**config.mk**
```make
export PLATFORM = sky130hd
export DESIGN_NAME = fwd_hazard_ctrl_flat
export DESIGN_NICKNAME = d
export VERILOG_FILES = /design/src/rtl/core_pkg.sv /design/src/rtl/fwd_hazard_ctrl_if.sv /design/src/rtl/fwd_hazard_ctrl_src_cmp.sv /design/src/rtl/fwd_hazard_ctrl.sv /design/src/flat_wrapper.sv
export SDC_FILE = /design/constraint.sdc
export NUM_CORES = 1
export LEC_CHECK = 0
export ABC_CLOCK_PERIOD_IN_PS = 1900
export BUFFER_PORTS_ARGS = -buffer_cell sky130_fd_sc_hd__buf_2
export CAP_MARGIN = 20
export CORE_MARGIN = 4
export CORE_UTILIZATION = 45
export CTS_CLUSTER_DIAMETER = 200
export CTS_CLUSTER_SIZE = 14
export DETAILED_ROUTE_END_ITERATION = 10
export GPL_TIMING_DRIVEN = 0
export PLACE_DENSITY = 0.74
export SYNTH_ARGS = -nofsm -noshare
export SYNTH_HDL_FRONTEND = slang
export SYNTH_SLANG_ARGS = --single-unit
```
**constraint.sdc**
```tcl
create_clock -name clk -period 1.9 [get_ports clk]
set_input_delay 0.38 -clock clk [delete_from_list [all_inputs] [get_ports clk]]
set_output_delay 0.38 -clock clk [all_outputs]
set_load 0.02 [all_outputs]
```
**src/rtl/core_pkg.sv**
```systemverilog
// Shared definitions for the forwarding/hazard controller: EX operand select
// encodings and the shadow destination-pipeline slot layout.
package core_pkg;

    localparam int SEL_W = 2;
    typedef logic [SEL_W-1:0] sel_t;

    localparam sel_t SEL_RF  = 2'b00;
    localparam sel_t SEL_MEM = 2'b01;
    localparam sel_t SEL_WB  = 2'b10;

    // Slots carry register addresses zero-extended to the widest supported width.
    localparam int RA_W = 8;
    typedef logic [RA_W-1:0] raddr_t;

    typedef struct packed {
        logic   valid;
        raddr_t rdst;
        logic   wb;
        logic   load;
    } slot_t;

    function automatic slot_t make_slot(input logic valid, input raddr_t rdst,
                                        input logic wb, input logic load);
        slot_t s;
        s.valid = valid;
        s.rdst  = rdst;
        s.wb    = wb;
        s.load  = load;
        return s;
    endfunction

endpackage

```
**src/rtl/fwd_hazard_ctrl_if.sv**
```systemverilog
// Decode-side bundle of the hazard controller: instruction info in, stall and
// EX operand selects out.
interface fwd_hazard_ctrl_if #(
    parameter int AW    = 3,
    parameter int NSRC  = 2,
    parameter int CNT_W = 16
);
    logic                flush;
    logic                id_valid;
    logic [NSRC*AW-1:0]  id_src;
    logic [NSRC-1:0]     id_src_used;
    logic [AW-1:0]       id_rdst;
    logic                id_wb;
    logic                id_load;
    logic                stall;
    logic [NSRC*2-1:0]   exec_sel;
    logic [CNT_W-1:0]    stall_cnt;

    modport master (
        output flush, id_valid, id_src, id_src_used, id_rdst, id_wb, id_load,
        input  stall, exec_sel, stall_cnt
    );

    modport slave (
        input  flush, id_valid, id_src, id_src_used, id_rdst, id_wb, id_load,
        output stall, exec_sel, stall_cnt
    );
endinterface

```
**src/rtl/fwd_hazard_ctrl_src_cmp.sv**
```systemverilog
// Per-operand comparator: matches one decode source against the EX/MEM/WB
// slots and picks the bypass source for it.
module fwd_src_cmp
    import core_pkg::*;
#(
    parameter bit FWD_EN   = 1'b1,
    parameter bit ZERO_REG = 1'b0
) (
    input  logic   used_i,
    input  raddr_t src_i,
    input  slot_t  ex_i,
    input  slot_t  mem_i,
    input  slot_t  wb_i,
    output logic   raw_o,
    output logic   ld_hit_o,
    output sel_t   sel_o
);

    function automatic logic slot_match(input logic used, input raddr_t src, input slot_t s);
        return used & s.valid & s.wb & (src == s.rdst) & ~(ZERO_REG && (s.rdst == '0));
    endfunction

    logic m_ex;
    logic m_mem;
    logic m_wb;
    logic unused_load_bits;

    assign m_ex  = slot_match(used_i, src_i, ex_i);
    assign m_mem = slot_match(used_i, src_i, mem_i);
    assign m_wb  = slot_match(used_i, src_i, wb_i);

    // Only the EX slot's load flag matters: older loads already have data.
    assign unused_load_bits = mem_i.load ^ wb_i.load;

    assign raw_o    = m_ex | m_mem | m_wb;
    assign ld_hit_o = m_ex & ex_i.load;

    always_comb begin
        sel_o = SEL_RF;
        if (FWD_EN) begin
            if (m_ex && !ex_i.load) begin
                sel_o = SEL_MEM;
            end else if (m_mem) begin
                sel_o = SEL_WB;
            end
        end
    end

endmodule

```
**src/rtl/fwd_hazard_ctrl.sv**
```systemverilog
// Forwarding and load-use hazard controller: shadow EX/MEM/WB destination
// pipeline, registered EX operand selects, decode stall and stall counter.
module fwd_hazard_ctrl
    import core_pkg::*;
#(
    parameter int AW       = 3,
    parameter int NSRC     = 2,
    parameter bit FWD_EN   = 1'b1,
    parameter bit ZERO_REG = 1'b0,
    parameter int CNT_W    = 16
) (
    input  logic             clk,
    input  logic             rst_n,
    fwd_hazard_ctrl_if.slave bus
);

    slot_t ex_q, mem_q, wb_q;
    slot_t ex_d;

    logic [NSRC-1:0]   raw;
    logic [NSRC-1:0]   ld_hit;
    logic [NSRC*2-1:0] exec_sel_d, exec_sel_q;
    logic [CNT_W-1:0]  cnt_d, cnt_q;
    logic              stall_w;
    logic              advance;

    genvar gi;
    generate
        for (gi = 0; gi < NSRC; gi++) begin : g_src
            sel_t sel_nx;

            fwd_src_cmp #(
                .FWD_EN   (FWD_EN),
                .ZERO_REG (ZERO_REG)
            ) u_cmp (
                .used_i   (bus.id_src_used[gi]),
                .src_i    (raddr_t'(bus.id_src[gi*AW +: AW])),
                .ex_i     (ex_q),
                .mem_i    (mem_q),
                .wb_i     (wb_q),
                .raw_o    (raw[gi]),
                .ld_hit_o (ld_hit[gi]),
                .sel_o    (sel_nx)
            );

            // A held or squashed instruction leaves a bubble in EX, which reads the regfile.
            assign exec_sel_d[gi*2 +: 2] = advance ? sel_nx : SEL_RF;
        end
    endgenerate

    // With bypassing only an EX-stage load blocks; without it any in-flight writer does.
    assign stall_w = bus.id_valid & ~bus.flush & (FWD_EN ? |ld_hit : |raw);
    assign advance = bus.id_valid & ~stall_w & ~bus.flush;

    assign ex_d  = advance ? make_slot(1'b1, raddr_t'(bus.id_rdst), bus.id_wb, bus.id_load)
                           : '0;
    assign cnt_d = (stall_w && (cnt_q != {CNT_W{1'b1}})) ? cnt_q + 1'b1 : cnt_q;

    always_ff @(posedge clk or negedge rst_n) begin
        if (!rst_n) begin
            ex_q       <= '0;
            mem_q      <= '0;
            wb_q       <= '0;
            exec_sel_q <= '0;
            cnt_q      <= '0;
        end else begin
            ex_q       <= ex_d;
            mem_q      <= ex_q;
            wb_q       <= mem_q;
            exec_sel_q <= exec_sel_d;
            cnt_q      <= cnt_d;
        end
    end

    assign bus.stall     = stall_w;
    assign bus.exec_sel  = exec_sel_q;
    assign bus.stall_cnt = cnt_q;

endmodule
```
**src/flat_wrapper.sv**
```systemverilog
// flat-port wrapper written by rule: the top's interface ports become plain ports
module fwd_hazard_ctrl_flat import core_pkg::*;
#(
    parameter int AW       = 3,
    parameter int NSRC     = 2,
    parameter bit FWD_EN   = 1'b1,
    parameter bit ZERO_REG = 1'b0,
    parameter int CNT_W    = 16
)
  (clk, rst_n, bus_flush, bus_id_valid, bus_id_src, bus_id_src_used, bus_id_rdst, bus_id_wb, bus_id_load, bus_stall, bus_exec_sel, bus_stall_cnt);
  fwd_hazard_ctrl_if #(.AW(AW), .NSRC(NSRC), .CNT_W(CNT_W)) bus_i ();
  input  logic clk;
  input  logic rst_n;
  input wire logic [$bits(bus_i.flush)-1:0] bus_flush;
  input wire logic [$bits(bus_i.id_valid)-1:0] bus_id_valid;
  input wire logic [$bits(bus_i.id_src)-1:0] bus_id_src;
  input wire logic [$bits(bus_i.id_src_used)-1:0] bus_id_src_used;
  input wire logic [$bits(bus_i.id_rdst)-1:0] bus_id_rdst;
  input wire logic [$bits(bus_i.id_wb)-1:0] bus_id_wb;
  input wire logic [$bits(bus_i.id_load)-1:0] bus_id_load;
  output wire logic [$bits(bus_i.stall)-1:0] bus_stall;
  output wire logic [$bits(bus_i.exec_sel)-1:0] bus_exec_sel;
  output wire logic [$bits(bus_i.stall_cnt)-1:0] bus_stall_cnt;
  assign bus_i.flush = bus_flush;
  assign bus_i.id_valid = bus_id_valid;
  assign bus_i.id_src = bus_id_src;
  assign bus_i.id_src_used = bus_id_src_used;
  assign bus_i.id_rdst = bus_id_rdst;
  assign bus_i.id_wb = bus_id_wb;
  assign bus_i.id_load = bus_id_load;
  assign bus_stall = bus_i.stall;
  assign bus_exec_sel = bus_i.exec_sel;
  assign bus_stall_cnt = bus_i.stall_cnt;
  fwd_hazard_ctrl #(.AW(AW), .NSRC(NSRC), .FWD_EN(FWD_EN), .ZERO_REG(ZERO_REG), .CNT_W(CNT_W)) u_core (.clk(clk), .rst_n(rst_n), .bus(bus_i));
endmodule
```
# Word level (Yosys, flattened, before mapping)

Index checks and enable logic that the tools add are counted.

Bits in registers: 41
Word-level logic and storage cells: 47
Input port bits: 17
Output and inout bits: 21

Bitwise operators: 20
Equality and inequality tests: 5
Reductions and logical operators: 5
Multiplexer cells: 7
$add $sub $neg: 1

Operators by type and width:

| cell                                                             | count |
|---|---|
| 3-bit by 8-bit == test with 1-bit output                         | 4 |
| 1-bit AND                                                        | 18 |
| 16-bit by 1-bit adder with 16-bit output (second input constant) | 1 |
| 16-bit != test (second input constant)                           | 1 |
| 2-bit two-way mux                                                | 6 |
| 11-bit two-way mux                                               | 1 |
| 1-bit logical AND                                                | 3 |
| 1-bit inverter                                                   | 2 |
| 2-bit OR reduction                                               | 1 |
| 1-bit zero test                                                  | 1 |

# Depth between registers and ports, before layout

Gate-level depths: netlist of the first run.

Depth after elaboration: 10
Mapped depth: 6
Mapped depth without buffers: 6

# Modules after synthesis

From an unflattened synthesis of the first run, not the netlist that was laid out.

Cells, all modules: 192
Area total of the unflattened synthesis: 2,074.5 µm²

By module, submodules not included:

| module          | instances | cells an instance | area each (µm²) | seq. area each (µm²) |
|---|---|---|---|---|
| fwd_hazard_ctrl | 1         | 110               | 1,451.4         | 950.9 |
| fwd_src_cmp     | 2         | 41                | 311.5           | 0.0 |

# Least setup slack after synthesis of the first run

No wires, ideal clock.

Path type: flip-flop to flip-flop
Start: reg u_core.ex_q[4] (netlist name)
End: reg u_core.cnt_q[1] (netlist: u_core.bus.stall_cnt[1])
Path slack: -0.148 ns
Data arrival time: 1.921 ns
Buffers on the path: 1
Cell stages (with the launch flop): 6
Period minus slack after synthesis: 2.048 ns
Setup time: 0.127 ns
Required time: 1.773 ns
Path through: dfrtp_1 xor2_1 or4_1 buf_2 a211oi_4 mux2_1

Word-level cells in the longest chain between the ends: 6
Elaborated cells between the ends (all ways): 9
Those cells by class: eq/ne (2); bitwise (5); reduce/logical (2)

Ends and longest elaborated chain:

| what                                     | line                          | text |
|---|---|---|
| from (decl)                              | fwd_hazard_ctrl.sv:17         | `slot_t ex_q, mem_q, wb_q;` |
| from (signal assigned)                   | fwd_hazard_ctrl.sv:61         | `ex_q <= '0;` |
| from (signal assigned)                   | fwd_hazard_ctrl.sv:67         | `ex_q <= ex_d;` |
| 3-bit by 8-bit == test with 1-bit output | fwd_hazard_ctrl_src_cmp.sv:20 | `return used & s.valid & s.wb & (src == s.rdst) & ~(ZERO_REG && (s.rdst == '0));` |
| 1-bit AND                                | fwd_hazard_ctrl_src_cmp.sv:20 |  |
| 1-bit AND                                | fwd_hazard_ctrl_src_cmp.sv:36 | `assign ld_hit_o = m_ex & ex_i.load;` |
| 2-bit OR reduction *                     | fwd_hazard_ctrl.sv:52         | `assign stall_w = bus.id_valid & ~bus.flush & (FWD_EN ? \|ld_hit : \|raw);` |
| 1-bit AND *                              | fwd_hazard_ctrl.sv:52         |  |
| 1-bit logical AND *                      | fwd_hazard_ctrl.sv:57         | `assign cnt_d = (stall_w && (cnt_q != {CNT_W{1'b1}})) ? cnt_q + 1'b1 : cnt_q;` |
| to (signal assigned)                     | fwd_hazard_ctrl.sv:71         | `cnt_q <= cnt_d;` |
| to (decl)                                | fwd_hazard_ctrl.sv:23         | `logic [CNT_W-1:0] cnt_d, cnt_q;` |

Every way passes the cells marked *; elsewhere a longest branch is shown, timed or not.
A chain may end at the register's enable or synchronous reset.

# Worst setup path after layout of the first run

Start: reg u_core.ex_q[3] (netlist name)
End: out bus_stall

Word-level cells in the longest chain between the ends: 5
Elaborated cells between the ends (all ways): 8
Those cells by class: eq/ne (2); bitwise (5); reduce/logical (1)

Ends and longest elaborated chain:

| what                                     | line                          | text |
|---|---|---|
| 3-bit by 8-bit == test with 1-bit output | fwd_hazard_ctrl_src_cmp.sv:20 |  |
| 1-bit AND                                | fwd_hazard_ctrl_src_cmp.sv:20 |  |
| 1-bit AND                                | fwd_hazard_ctrl_src_cmp.sv:36 |  |
| 2-bit OR reduction *                     | fwd_hazard_ctrl.sv:52         |  |
| 1-bit AND *                              | fwd_hazard_ctrl.sv:52         |  |
| to (decl)                                | flat_wrapper.sv:21            | `output wire logic [$bits(bus_i.stall)-1:0] bus_stall;` |

Marks and branches as above.

==> results of run 1 <==
==> critical path, cell delays in order (launching register included) <==
cell                      delay, ns
sky130_fd_sc_hd__dfrtp_1       0.41
sky130_fd_sc_hd__xor2_1        0.16
sky130_fd_sc_hd__or4_4         0.61
sky130_fd_sc_hd__a21oi_4       0.20
sky130_fd_sc_hd__buf_6         0.14
==> layer usage <==
metal,up-vias,GRT usage
li1,552,-
met1,576,0.193
met3,10,0.0607
met5,-,0
met4,0,0.0818
met2,38,0.293
==> report_power, final <==
| part | leakage (nW) | internal, mW | switching, mW |
|---|---|---|---|
| registers | 0.421 | 0.669 | 0.00899 |
| logic | 0.504 | 0.0286 | 0.0357 |
| clock network | 0.0341 | 0.171 | 0.220 |
| total | 0.960 | 0.869 | 0.265 |
==> kinds of logic after synthesis <==
family	after synthesis
and+or+nand+nor	58
AOI/OAI and AO/OA	7
muxes	2
xor gates and xnor gates	25
DFF	31
adders and majority gates	1
buffers and inverters	4
==> state kept, by name, summed over array words and instances, names as in the netlist <==
| name | cells |
|---|---|
| u_core.bus.stall_cnt | 16 |
| u_core.ex_q | 6 |
| u_core.mem_q | 5 |
| u_core.bus.exec_sel | 4 |
==> layout by cell type (no fill, tap or decap), types with 2 or more instances in the layout <==
master / n
sky130_fd_sc_hd__and2_1: 5
sky130_fd_sc_hd__and3_1: 2
sky130_fd_sc_hd__and4_1: 4
sky130_fd_sc_hd__buf_2: 36
sky130_fd_sc_hd__buf_4: 7
sky130_fd_sc_hd__buf_6: 5
sky130_fd_sc_hd__clkbuf_4: 5
sky130_fd_sc_hd__dfrtp_1: 31
sky130_fd_sc_hd__inv_1: 2
sky130_fd_sc_hd__mux2_4: 2
sky130_fd_sc_hd__nand2_1: 5
sky130_fd_sc_hd__nand2_2: 3
sky130_fd_sc_hd__nand2b_1: 2
sky130_fd_sc_hd__nand3_1: 10
sky130_fd_sc_hd__nand4_1: 7
sky130_fd_sc_hd__nor2_1: 9
sky130_fd_sc_hd__nor3_1: 3
sky130_fd_sc_hd__xnor2_1: 12
sky130_fd_sc_hd__xnor2_2: 2
sky130_fd_sc_hd__xor2_1: 10
==> timing repair <==
action | in CTS | in global routing
buffers inserted | 8 | 3
gates resized for setup | 10 | 5
setup endpoints to repair | 16 | 24
pin swaps | 6 | 5
==> worst paths after layout <==
| kind | start | end | slack (ns) | cells after the start |
|---|---|---|---|---|
| setup / recovery | u_core.ex_q[3]$_DFF_PN0_ | bus_stall | -0.35 | 4 |
| hold / removal | rst_n | u_core.bus.stall_cnt[9]$_DFFE_PN0P_ | 0.07 | 1 |
| min in group clk | bus_id_wb | u_core.ex_q[1]$_DFF_PN0_ | 0.24 | 2 |
| max in group asynchronous | rst_n | u_core.bus.stall_cnt[1]$_DFFE_PN0P_ | 1.39 | 1 |
| hold reg to reg | u_core.ex_q[10]$_DFF_PN0_ | u_core.mem_q[10]$_DFF_PN0_ | 0.41 | 0 |
| setup reg to reg | u_core.ex_q[3]$_DFF_PN0_ | u_core.bus.stall_cnt[1]$_DFFE_PN0P_ | -0.31 | 6 |
==> through the flow <==
| stage | hold WS [ns] | total power, mW | cell area (sq um) |
|---|---|---|---|
| CTS | 0.0868 | 1.15 | 1860 |
| floorplan | 0.0844 | 0.714 | 1460 |
| finish | 0.0698 | 1.13 | 1910 |
| global route | 0.126 | 1.19 | 1910 |
| global placement | 0.392 | 0.750 | 1700 |
| detailed placement | 0.385 | 0.756 | 1700 |
==> layout make-up <==
class                   instances  share of cell area
flip-flops and latches         31               0.406
multi-input cells              93               0.370
clock inverters                 1             0.00262
repair buffers                 48               0.156
inverters                       2             0.00393
plain buffers                   1             0.00589
clock buffers                   6              0.0268
well taps                      44              0.0288
==> results by stage, run 1 <==
Placement:
- The total placed cells including tap cells is 209.
- At the end of routability-driven placement, the weighted congestion stood at ~0.81.
- Summed over all nets, the half-perimeter wirelength after detailed placement is ~2.3 mm.
- The count of buffers added on input and output ports is 37.
- The worst slack after detailed placement is -0.373 ns.

Clock network:
- The total clock buffers created by CTS is 5.
- The number of hold buffers added after CTS was 0.
- Counting along the longest clock path gives a buffer depth of 2.
- Clock-pin slew was measured on the worst setup and hold paths at 0.09 ns.
- The H-tree was split into 2 levels.
- The count of clock tree sinks is 31.
- At the later pin of the worst-skew pair, clock insertion delay measures around 0.34 ns.
- TritonCTS built the clock tree.
- The root buffer cell is sky130_fd_sc_hd__clkbuf_4.

Route:
- The detailed router placed ~1,200 vias in this run.
- The met2 routed wirelength is ~1.6 mm.
- In the final routed layout, each cell accounts on average for between 10 and 15 microns.
- The top layer reached by signal wires is met4.
- The DRC violation count after routing is 0.
- The overall routed net length is ~3.3 mm.
- The via density per instance is between 5 and 6.
- The first-pass iteration count of the detailed router is 4.
- For this block, wires on met1 add up to ~1.3 mm.
- The detailed router's first-iteration violation count is 68.
- The remaining antenna violation count after routing is 0.
- The detailed route wirelength on metal3 is a little under 200 microns.

STA:
- Setup violations remaining at the end of the flow were counted as 21.
- The worst-case headroom to the max-slew limit is 0.550.
- Setup repair after global routing could not meet its margin everywhere.
- The final number of max-transition violations was 0.
- For the pin with the worst max-slew slack, the measured transition is about 0.67 ns.
- The worst clock skew is slightly below 0.01 ns.
- The highest clock rate is between 0.4 and 0.5 GHz.
- The smallest clock period supported by the final layout is computed as 2.25 ns.
- In the final timing run, aggregate negative setup slack is -3.92 ns.
- Dividing the final minimum period by the clock period gives 1.18.
- Across all setup checks in the final design, the least slack found is -0.347 ns.
- The total count of hold-check failures in the final report is 0.

Synthesis:
- The Yosys step of the flow raised 0 warnings.
- In this run, synthesis inferred 0 flip-flops with an integrated enable.
- The most frequently used flop master after synthesis is sky130_fd_sc_hd__dfrtp_1.
- Yosys attributes the largest share of cell area to sky130_fd_sc_hd__dfrtp_1 (54%), sky130_fd_sc_hd__xnor2_1 (8.5%), sky130_fd_sc_hd__xor2_1 (6.7%).
- The number of cells produced by synthesis is about 130.
- Of the post-synthesis cell area, the dominant cell type holds 0.539.
- The post-synth net total is about 150.
- The synthesized cell area is 1440 sq um.
- Of the total synthesized cell area, the portion taken by AND, OR, NAND and NOR gates is 0.222.
- Sorting the synthesized cells by how often they occur yields sky130_fd_sc_hd__dfrtp_1 (31), sky130_fd_sc_hd__xnor2_1 (14), sky130_fd_sc_hd__nand3_1 (11), sky130_fd_sc_hd__xor2_1 (11), sky130_fd_sc_hd__nor2_1 (9).
- The adder and majority gate portion of the synthesized area is 0.00869.
- The average footprint of a synthesized cell is 11.3 sq um.
- For this run, the register share of the synthesized area comes to 0.539.
- The count of unique library cells instantiated by Yosys is 28.
- The share of flip-flops with an asynchronous set or reset is 1.00.
- By area, the combinational part of the netlist is dominated by simple AND/OR/NAND/NOR gates.
- Among all cell types in the netlist, the one instantiated most often is sky130_fd_sc_hd__dfrtp_1.
- The mux share of post-synthesis cell area is 0.0156.
- The area fraction in compound gates after synthesis came to 0.0504.
- Of the total synthesized cell area, the portion taken by XOR and XNOR cells is 0.152.
- sky130_fd_sc_hd__dfrtp_1 takes more of the synthesized area than any other cell.
- The flip-flop and latch count after synthesis is 31.

GRT:
- After global routing the overflow that remains totals 0.
- The number of global-route vias before repair is roughly 1,200.
- The number of antenna violations at the first check in global routing is 0.
- The first global-routing pass estimated about 5.5 mm of wire.
- For this run, the total global-route usage over all layers was measured as 0.173.
- Entering global routing, the biggest net connects 32 pins.

Run status:
- The checks that failed: setup timing.
- The flow ran to the end, but the final reports show violations.

Critical path:
- In this run the worst path has a maximum fanout of 7.
- Data on the critical path arrives at its endpoint at ~1.9 ns.
- The type of the worst setup path is flip-flop to output port.
- The worst setup path is captured at an output port.
- The worst setup path is launched from a flip-flop.
- STA puts the critical path data required time at 1.52 ns.

Hold path:
- The type of the most critical hold path is primary input to async pin.

Layout:
- The non-filler instance count after layout is approximately 230.
- The area taken by multi-input logic gates is 708 sq um.
- The filler cells instantiated in the layout total between 200 and 300.
- The area added between synthesis and finish is 32.8%.
- The net count reported at finish is 200.
- The number of diodes added for antenna fixing is 0.
- At the end of the flow the core is filled with cells to 0.626.
- The sequential cell area is between 700 and 800 sq um.
- The ratio of cells with drive above 1 in the final layout is 0.390.

Die:
- The initialized floorplan defines 20 standard-cell rows.
- The horizontal extent of the die is ~65 microns.
- The floorplan die height is ~65 microns.
- The area of the die is between 4000 and 5000 sq um.
- For this design the top-level I/O count stands at 38.
- The initial core utilization is 0.472.
- The area of the placeable core is between 3000 and 4000 sq um.

Power:
- The maximum vdd ir drop is 335 uV.
- For this design the ratio of total power to cell area is between 500 and 600 nW/um^2.
- The leakage power is about 0.96 nW.

Flow run:
- The reported max-cap violation count is 0.
Note: power is estimated with default switching activity, not from simulation.
==> inputs of run 2 (changes only) <==
SKIP_CTS_REPAIR_TIMING = 1   (was not set)
==> results by stage, run 2 (same netlist as run 1, synthesis figures left out) <==
Run status:
- The run finished, with violations left.
- The checks that failed: setup timing.

Flow run:
- The reported max-cap violation count is 0 (unchanged).

Route:
- The via density per instance is 5.19 (-0.24%).
- The DRC violation count after routing is 0 (unchanged).
- The met1 layer wirelength in the final routing is 1.29 mm (-3.8%).
- The detailed route wirelength on metal3 came to 201 microns (+1.0%).
- The detailed router's first-iteration violation count came to 58 (-15%).
- The wire length per cell came to 14.5 microns (+0.94%).
- The overall routed net length is 3.27 mm (+0.49%).
- The remaining antenna violation count after routing is 0 (unchanged).
- The first-pass iteration count of the detailed router is 4 (unchanged).
- The top layer reached by signal wires is met4.
- The met2 routed wirelength is 1.69 mm (+3.4%).
- The count of vias placed by the detailed router is 1,168 (-0.68%).

Placement:
- The worst slack after detailed placement is -0.373 ns (unchanged).
- The final weighted congestion in routability-driven placement was 0.813 (unchanged).
- The post-detailed-placement half-perimeter wirelength came to 2.32 mm (unchanged).
- The number of buffers added on ports is 37 (unchanged).
- The total placed cells including tap cells is 209 (unchanged).

Die:
- The floorplan die height is 64.6 microns (unchanged).
- The number of top-level design ports is 38 (unchanged).
- The area of the die is 4170 sq um (unchanged).
- The initial core utilization is 0.472 (unchanged).
- The cell row count is 20 (unchanged).
- The area of the placeable core came to 3050 sq um (unchanged).
- The horizontal extent of the die was 64.6 microns (unchanged).

GRT:
- The largest net degree at the start of global routing was 32 (unchanged).
- The total routing resource utilization after global routing is 0.167 (-0.00562).
- The global-route wire length before repair was 5.26 mm (-3.4%).
- The total global routing overflow came to 0 (unchanged).
- The number of antenna violations at the first check in global routing came to 0 (unchanged).
- The number of global-route vias before repair is 1,173 (-3.9%).

Layout:
- The net count reported at finish is 199 (-0.50%).
- The layout filler cell count is 247 (-1.2%).
- The area taken by multi-input logic gates was 736 sq um (+3.9%).
- The number of flip-flops in the largest register is 16 (unchanged).
- The non-filler instance count after layout was 225 (-0.44%).
- The top cell types in the final layout, fill and taps aside, are sky130_fd_sc_hd__buf_2 (36), sky130_fd_sc_hd__dfrtp_1 (31), sky130_fd_sc_hd__xnor2_1 (13), sky130_fd_sc_hd__xor2_1 (10), sky130_fd_sc_hd__nand3_1 (10).
- The number of diodes added for antenna fixing is 0 (unchanged).
- The ratio of cells with drive above 1 in the final layout is 0.414 (+0.0243).
- The sequential cell area was 776 sq um (unchanged).
- Relative to the synthesized area, the layout overhead comes to 33.3%.
- The commonest non-fill, non-tap cell in the layout is sky130_fd_sc_hd__buf_2.

Clock network:
- The clock insertion delay at the later pin of the skew report is 0.34 ns (about the same).
- The count of clock tree sinks was 31 (unchanged).
- The root buffer cell is sky130_fd_sc_hd__clkbuf_4.
- The total clock buffers created by CTS is 5 (unchanged).
- TritonCTS built the clock tree.
- The maximum buffer depth of the clock tree came to 2 (unchanged).
- The CTS clock-pin slew for the worst setup and hold paths is 0.09 ns (about the same).
- The number of H-tree levels is 2 (unchanged).

STA:
- The final number of max-transition violations was 0 (unchanged).
- The highest clock rate is 0.441 GHz (-0.93%).
- The actual transition at the worst max-transition pin is 0.670 ns (-0.00482 ns).
- Setup repair after global routing could not meet its margin everywhere.
- The share of the cycle needed by the critical path after routing was 1.19 (+0.0111).
- The count of final setup violators came to 23 (+9.5%).
- The shortest period the worst path allows is 2.27 ns (+0.0211 ns).
- The sum of negative setup slack is -3.54 ns (+0.373 ns).
- The total count of hold-check failures in the final report was 0 (unchanged).
- The worst clock skew is 0.00790 ns (-0.00186 ns).
- The worst-case headroom to the max-slew limit is 0.550 (-0.000902).
- The worst setup slack after layout is -0.368 ns (-0.0211 ns).

Power:
- The total power divided by cell area is 590 nW/um^2 (-0.57%).
- The leakage power is 0.983 nW (+2.4%).
- The maximum vdd ir drop is 332 uV (-0.78%).

Critical path:
- The critical path startpoint category is a flip-flop.
- The data arrival time of the worst path is 1.89 ns (+0.02 ns).
- The largest fanout on the critical path is 5 (-2).
- The worst setup path is captured at an output port.
- The data required time of the worst path is 1.52 ns (about the same).
- The type of the worst setup path is flip-flop to output port.

Hold path:
- The type of the most critical hold path is primary input to async pin.
## run 2: cell types whose count changed in the layout (fill, tap and decap cells not counted), moves of 2 or more
cell,delta
sky130_fd_sc_hd__nand2_2,-2
sky130_fd_sc_hd__nand2_4,+3
sky130_fd_sc_hd__nor2_1,-4
sky130_fd_sc_hd__nor2_2,+4
## run 2: critical path: stages (launching register included)
cell	delay (ns)
sky130_fd_sc_hd__dfrtp_1	0.42
sky130_fd_sc_hd__xor2_1	0.15
sky130_fd_sc_hd__or4_1	0.54
sky130_fd_sc_hd__buf_6	0.15
sky130_fd_sc_hd__a21oi_4	0.15
sky130_fd_sc_hd__buf_6	0.14
## run 2: metal layers
metal,track usage,vias to the layer above
met5,0,-
met4,0.0818,0
met3,0.0607,11
met2,0.280,41
met1,0.187,568
li1,-,548
## run 2: layout make-up
| cell class | instances | area share |
|---|---|---|
| flip-flops and latches | 31 | 0.404 |
| repair buffers | 47 | 0.145 |
| well taps | 44 | 0.0287 |
| multi-input cells | 93 | 0.383 |
| clock inverters | 1 | 0.00261 |
| clock buffers | 6 | 0.0267 |
| plain buffers | 1 | 0.00587 |
| inverters | 2 | 0.00391 |
## run 2: where the power goes
group | switching [mW] | internal [mW]
logic | 0.0356 | 0.0286
clock network | 0.218 | 0.171
registers | 0.00896 | 0.669
total | 0.263 | 0.869
## run 2: path summary, 6_finish.rpt
path	depth (start not counted)	slack (ns)	end	start
setup reg to reg	7	-0.31	u_core.bus.stall_cnt[1]$_DFFE_PN0P_	u_core.ex_q[3]$_DFF_PN0_
setup / recovery	5	-0.37	bus_stall	u_core.ex_q[3]$_DFF_PN0_
hold reg to reg	0	0.41	u_core.mem_q[10]$_DFF_PN0_	u_core.ex_q[10]$_DFF_PN0_
min in group clk	2	0.24	u_core.ex_q[1]$_DFF_PN0_	bus_id_wb
hold / removal	1	0.07	u_core.bus.stall_cnt[9]$_DFFE_PN0P_	rst_n
max in group asynchronous	1	1.39	u_core.bus.stall_cnt[1]$_DFFE_PN0P_	rst_n
## run 2: metrics by stage
stage / cell area [sq um] / util / power (mW) / hold WS (ns)
2_1_floorplan: 1460 / - / 0.714 / 0.0844
5_1_grt: 1920 / 0.629 / 1.19 / 0.123
4_1_cts: 1760 / 0.577 / 1.15 / 0.0868
3_3_place_gp: 1700 / 0.558 / 0.750 / 0.392
3_5_place_dp: 1700 / 0.558 / 0.756 / 0.385
6_report: 1920 / 0.629 / 1.13 / 0.0670
==> inputs of run 3 (changes only) <==
RECOVER_POWER = 100   (was not set)
==> results by stage, run 3 (same netlist as run 1, synthesis figures left out) <==
Placement:
- The final weighted congestion in routability-driven placement is 0.813 (unchanged).
- The total placed cells including tap cells is 209 (unchanged).
- The post-place instance area is 1700 sq um (unchanged).
- The number of buffers added on ports came to 37 (unchanged).
- The post-detailed-placement half-perimeter wirelength came to 2.32 mm (unchanged).

Route:
- The DRC violation count after routing is 0 (unchanged).
- The first-pass iteration count of the detailed router was 4 (unchanged).
- The detailed router's first-iteration violation count is 74 (+28%).
- The via density per instance is 5.23 (+0.77%).
- The count of vias placed by the detailed router was 1,177 (+0.77%).
- The overall routed net length is 3.29 mm (+0.76%).
- The wire length per cell is 14.6 microns (+0.76%).
- The remaining antenna violation count after routing is 0 (unchanged).

Die:
- The cell row count is 20 (unchanged).
- The initial core utilization is 0.472 (unchanged).
- The area of the placeable core is 3050 sq um (unchanged).
- The floorplan die height is 64.6 microns (unchanged).
- The area of the die is 4170 sq um (unchanged).
- The horizontal extent of the die is 64.6 microns (unchanged).
- The number of top-level design ports is 38 (unchanged).

Power:
- The total power divided by cell area is 598 nW/um^2 (+1.4%).
- The maximum vdd ir drop is 332 uV (about the same).
- The leakage power came to 0.895 nW (-8.9%).
- The post-layout total power came to 1.13 mW (about the same).

STA:
- The count of final setup violators came to 20 (-13%).
- The total count of hold-check failures in the final report is 0 (unchanged).
- The worst hold slack after final layout was 0.240 ns (+0.173 ns).
- The actual transition at the worst max-transition pin is 1.63 ns (+0.956 ns).
- The shortest period the worst path allows was 2.26 ns (-0.00330 ns).
- The highest clock rate is 0.442 GHz (+0.15%).
- The final number of max-transition violations was 32 (+32).
- The worst setup slack after layout is -0.364 ns (+0.00330 ns).
- The worst-case headroom to the max-slew limit is -0.0838 (-0.633).
- Setup repair after global routing could not meet its margin everywhere.
- The worst clock skew was 0.00786 ns (-0.0000374 ns).
- The share of the cycle needed by the critical path after routing is 1.19 (-0.00174).

Layout:
- The ratio of cells with drive above 1 in the final layout was 0.298 (-0.116).
- The sequential cell area was 776 sq um (unchanged).
- The final cell area excluding filler cells was 1890 sq um (-1.4%).
- The non-filler instance count after layout is 225 (unchanged).
- The area taken by multi-input logic gates is 736 sq um (unchanged).
- The net count reported at finish is 199 (unchanged).
- The layout filler cell count is 263 (+6.5%).
- The number of diodes added for antenna fixing is 0 (unchanged).
- Compared with the post-synthesis result, the final layout area differs by 31.5%.
- In the layout the commonest cells are sky130_fd_sc_hd__dfrtp_1 (31), sky130_fd_sc_hd__clkbuf_1 (21), sky130_fd_sc_hd__buf_2 (15), sky130_fd_sc_hd__xnor2_1 (13).
- The commonest non-fill, non-tap cell in the layout is sky130_fd_sc_hd__dfrtp_1.
- The number of flip-flops in the largest register is 16 (unchanged).

GRT:
- The largest net degree at the start of global routing was 32 (unchanged).
- The total routing resource utilization after global routing was 0.167 (unchanged).
- The number of global-route vias before repair is 1,173 (unchanged).
- The global-route wire length before repair was 5.26 mm (unchanged).
- The number of antenna violations at the first check in global routing is 0 (unchanged).
- The total global routing overflow is 0 (unchanged).

Clock network:
- Clock tree synthesis selected as its root buffer the cell sky130_fd_sc_hd__clkbuf_4.
- The CTS clock-pin slew for the worst setup and hold paths was 0.09 ns (about the same).
- The total clock buffers created by CTS is 5 (unchanged).
- The count of clock tree sinks is 31 (unchanged).
- The maximum buffer depth of the clock tree is 2 (unchanged).
- The clock insertion delay at the later pin of the skew report is 0.34 ns (about the same).
- The TritonCTS clock tree is yes.
- The number of H-tree levels is 2 (unchanged).

Critical path:
- The setup path with the least slack is of type flip-flop to output port.
- The data required time of the worst path is 1.52 ns (about the same).
- The data arrival time of the worst path came to 1.88 ns (about the same).
- The critical path startpoint category is a flip-flop.
- The largest fanout on the critical path is 5 (unchanged).
- STA classifies the critical path endpoint as an output port.

Run status:
- The final reports fail on capacitance limit, slew limit, setup timing.
- The run finished, with violations left.

Hold path:
- The type of the most critical hold path is primary input to flip-flop.

Flow run:
- The reported max-cap violation count is 1 (+1).
-- run 3: changes by cell type in the layout (fill, tap and decap cells not counted) --
cell                       change
sky130_fd_sc_hd__clkbuf_1     +21
sky130_fd_sc_hd__buf_2        -21
-- run 3: path summary, 6_finish.rpt --
| kind | start | to | slack (ns) | depth (start not counted) |
|---|---|---|---|---|
| max | u_core.ex_q[3]$_DFF_PN0_ | bus_stall | -0.36 | 5 |
| max reg2reg | u_core.ex_q[3]$_DFF_PN0_ | u_core.bus.stall_cnt[1]$_DFFE_PN0P_ | -0.31 | 7 |
| min reg2reg | u_core.ex_q[10]$_DFF_PN0_ | u_core.mem_q[10]$_DFF_PN0_ | 0.41 | 0 |
| min in group asynchronous | rst_n | u_core.bus.stall_cnt[9]$_DFFE_PN0P_ | 0.44 | 1 |
| min | bus_id_wb | u_core.ex_q[1]$_DFF_PN0_ | 0.24 | 2 |
| max in group asynchronous | rst_n | u_core.bus.stall_cnt[1]$_DFFE_PN0P_ | 0.51 | 1 |
-- run 3: per-stage QoR --
step / util / setup TNS (ns) / worst slack (ns)
finish: 0.620 / -3.49 / -0.364
global route: 0.620 / -5.42 / -0.428
CTS: 0.577 / -2.84 / -0.450
detailed placement: 0.558 / -4.28 / -0.373
global placement: 0.558 / -3.21 / -0.328
floorplan: - / -0.392 / -0.101
-- run 3: worst max-delay path: stages, from the launching register on --
cell	delay, ns
sky130_fd_sc_hd__dfrtp_1	0.41
sky130_fd_sc_hd__xor2_1	0.15
sky130_fd_sc_hd__or4_1	0.54
sky130_fd_sc_hd__buf_6	0.15
sky130_fd_sc_hd__a21oi_4	0.15
sky130_fd_sc_hd__buf_6	0.14
-- run 3: cell type report --
type,count,area share
flip-flops and latches,31,0.410
multi-input cells,93,0.389
repair buffers,47,0.133
well taps,44,0.0291
clock buffers,6,0.0271
plain buffers,1,0.00595
inverters,2,0.00397
clock inverters,1,0.00264
-- run 3: metal layers --
metal | up-vias | share of wire | GRT usage
met5 | - | 0 | 0
met4 | 0 | 0.027 | 0.0818
met3 | 11 | 0.064 | 0.0607
met2 | 41 | 0.51 | 0.280
met1 | 575 | 0.40 | 0.187
li1 | 550 | - | -
-- run 3: where the power goes --
group	total, mW	leakage (nW)	switching, mW	internal [mW]
clock	0.390	0.0341	0.219	0.171
sequential	0.678	0.421	0.00900	0.669
combinational	0.0639	0.440	0.0357	0.0281
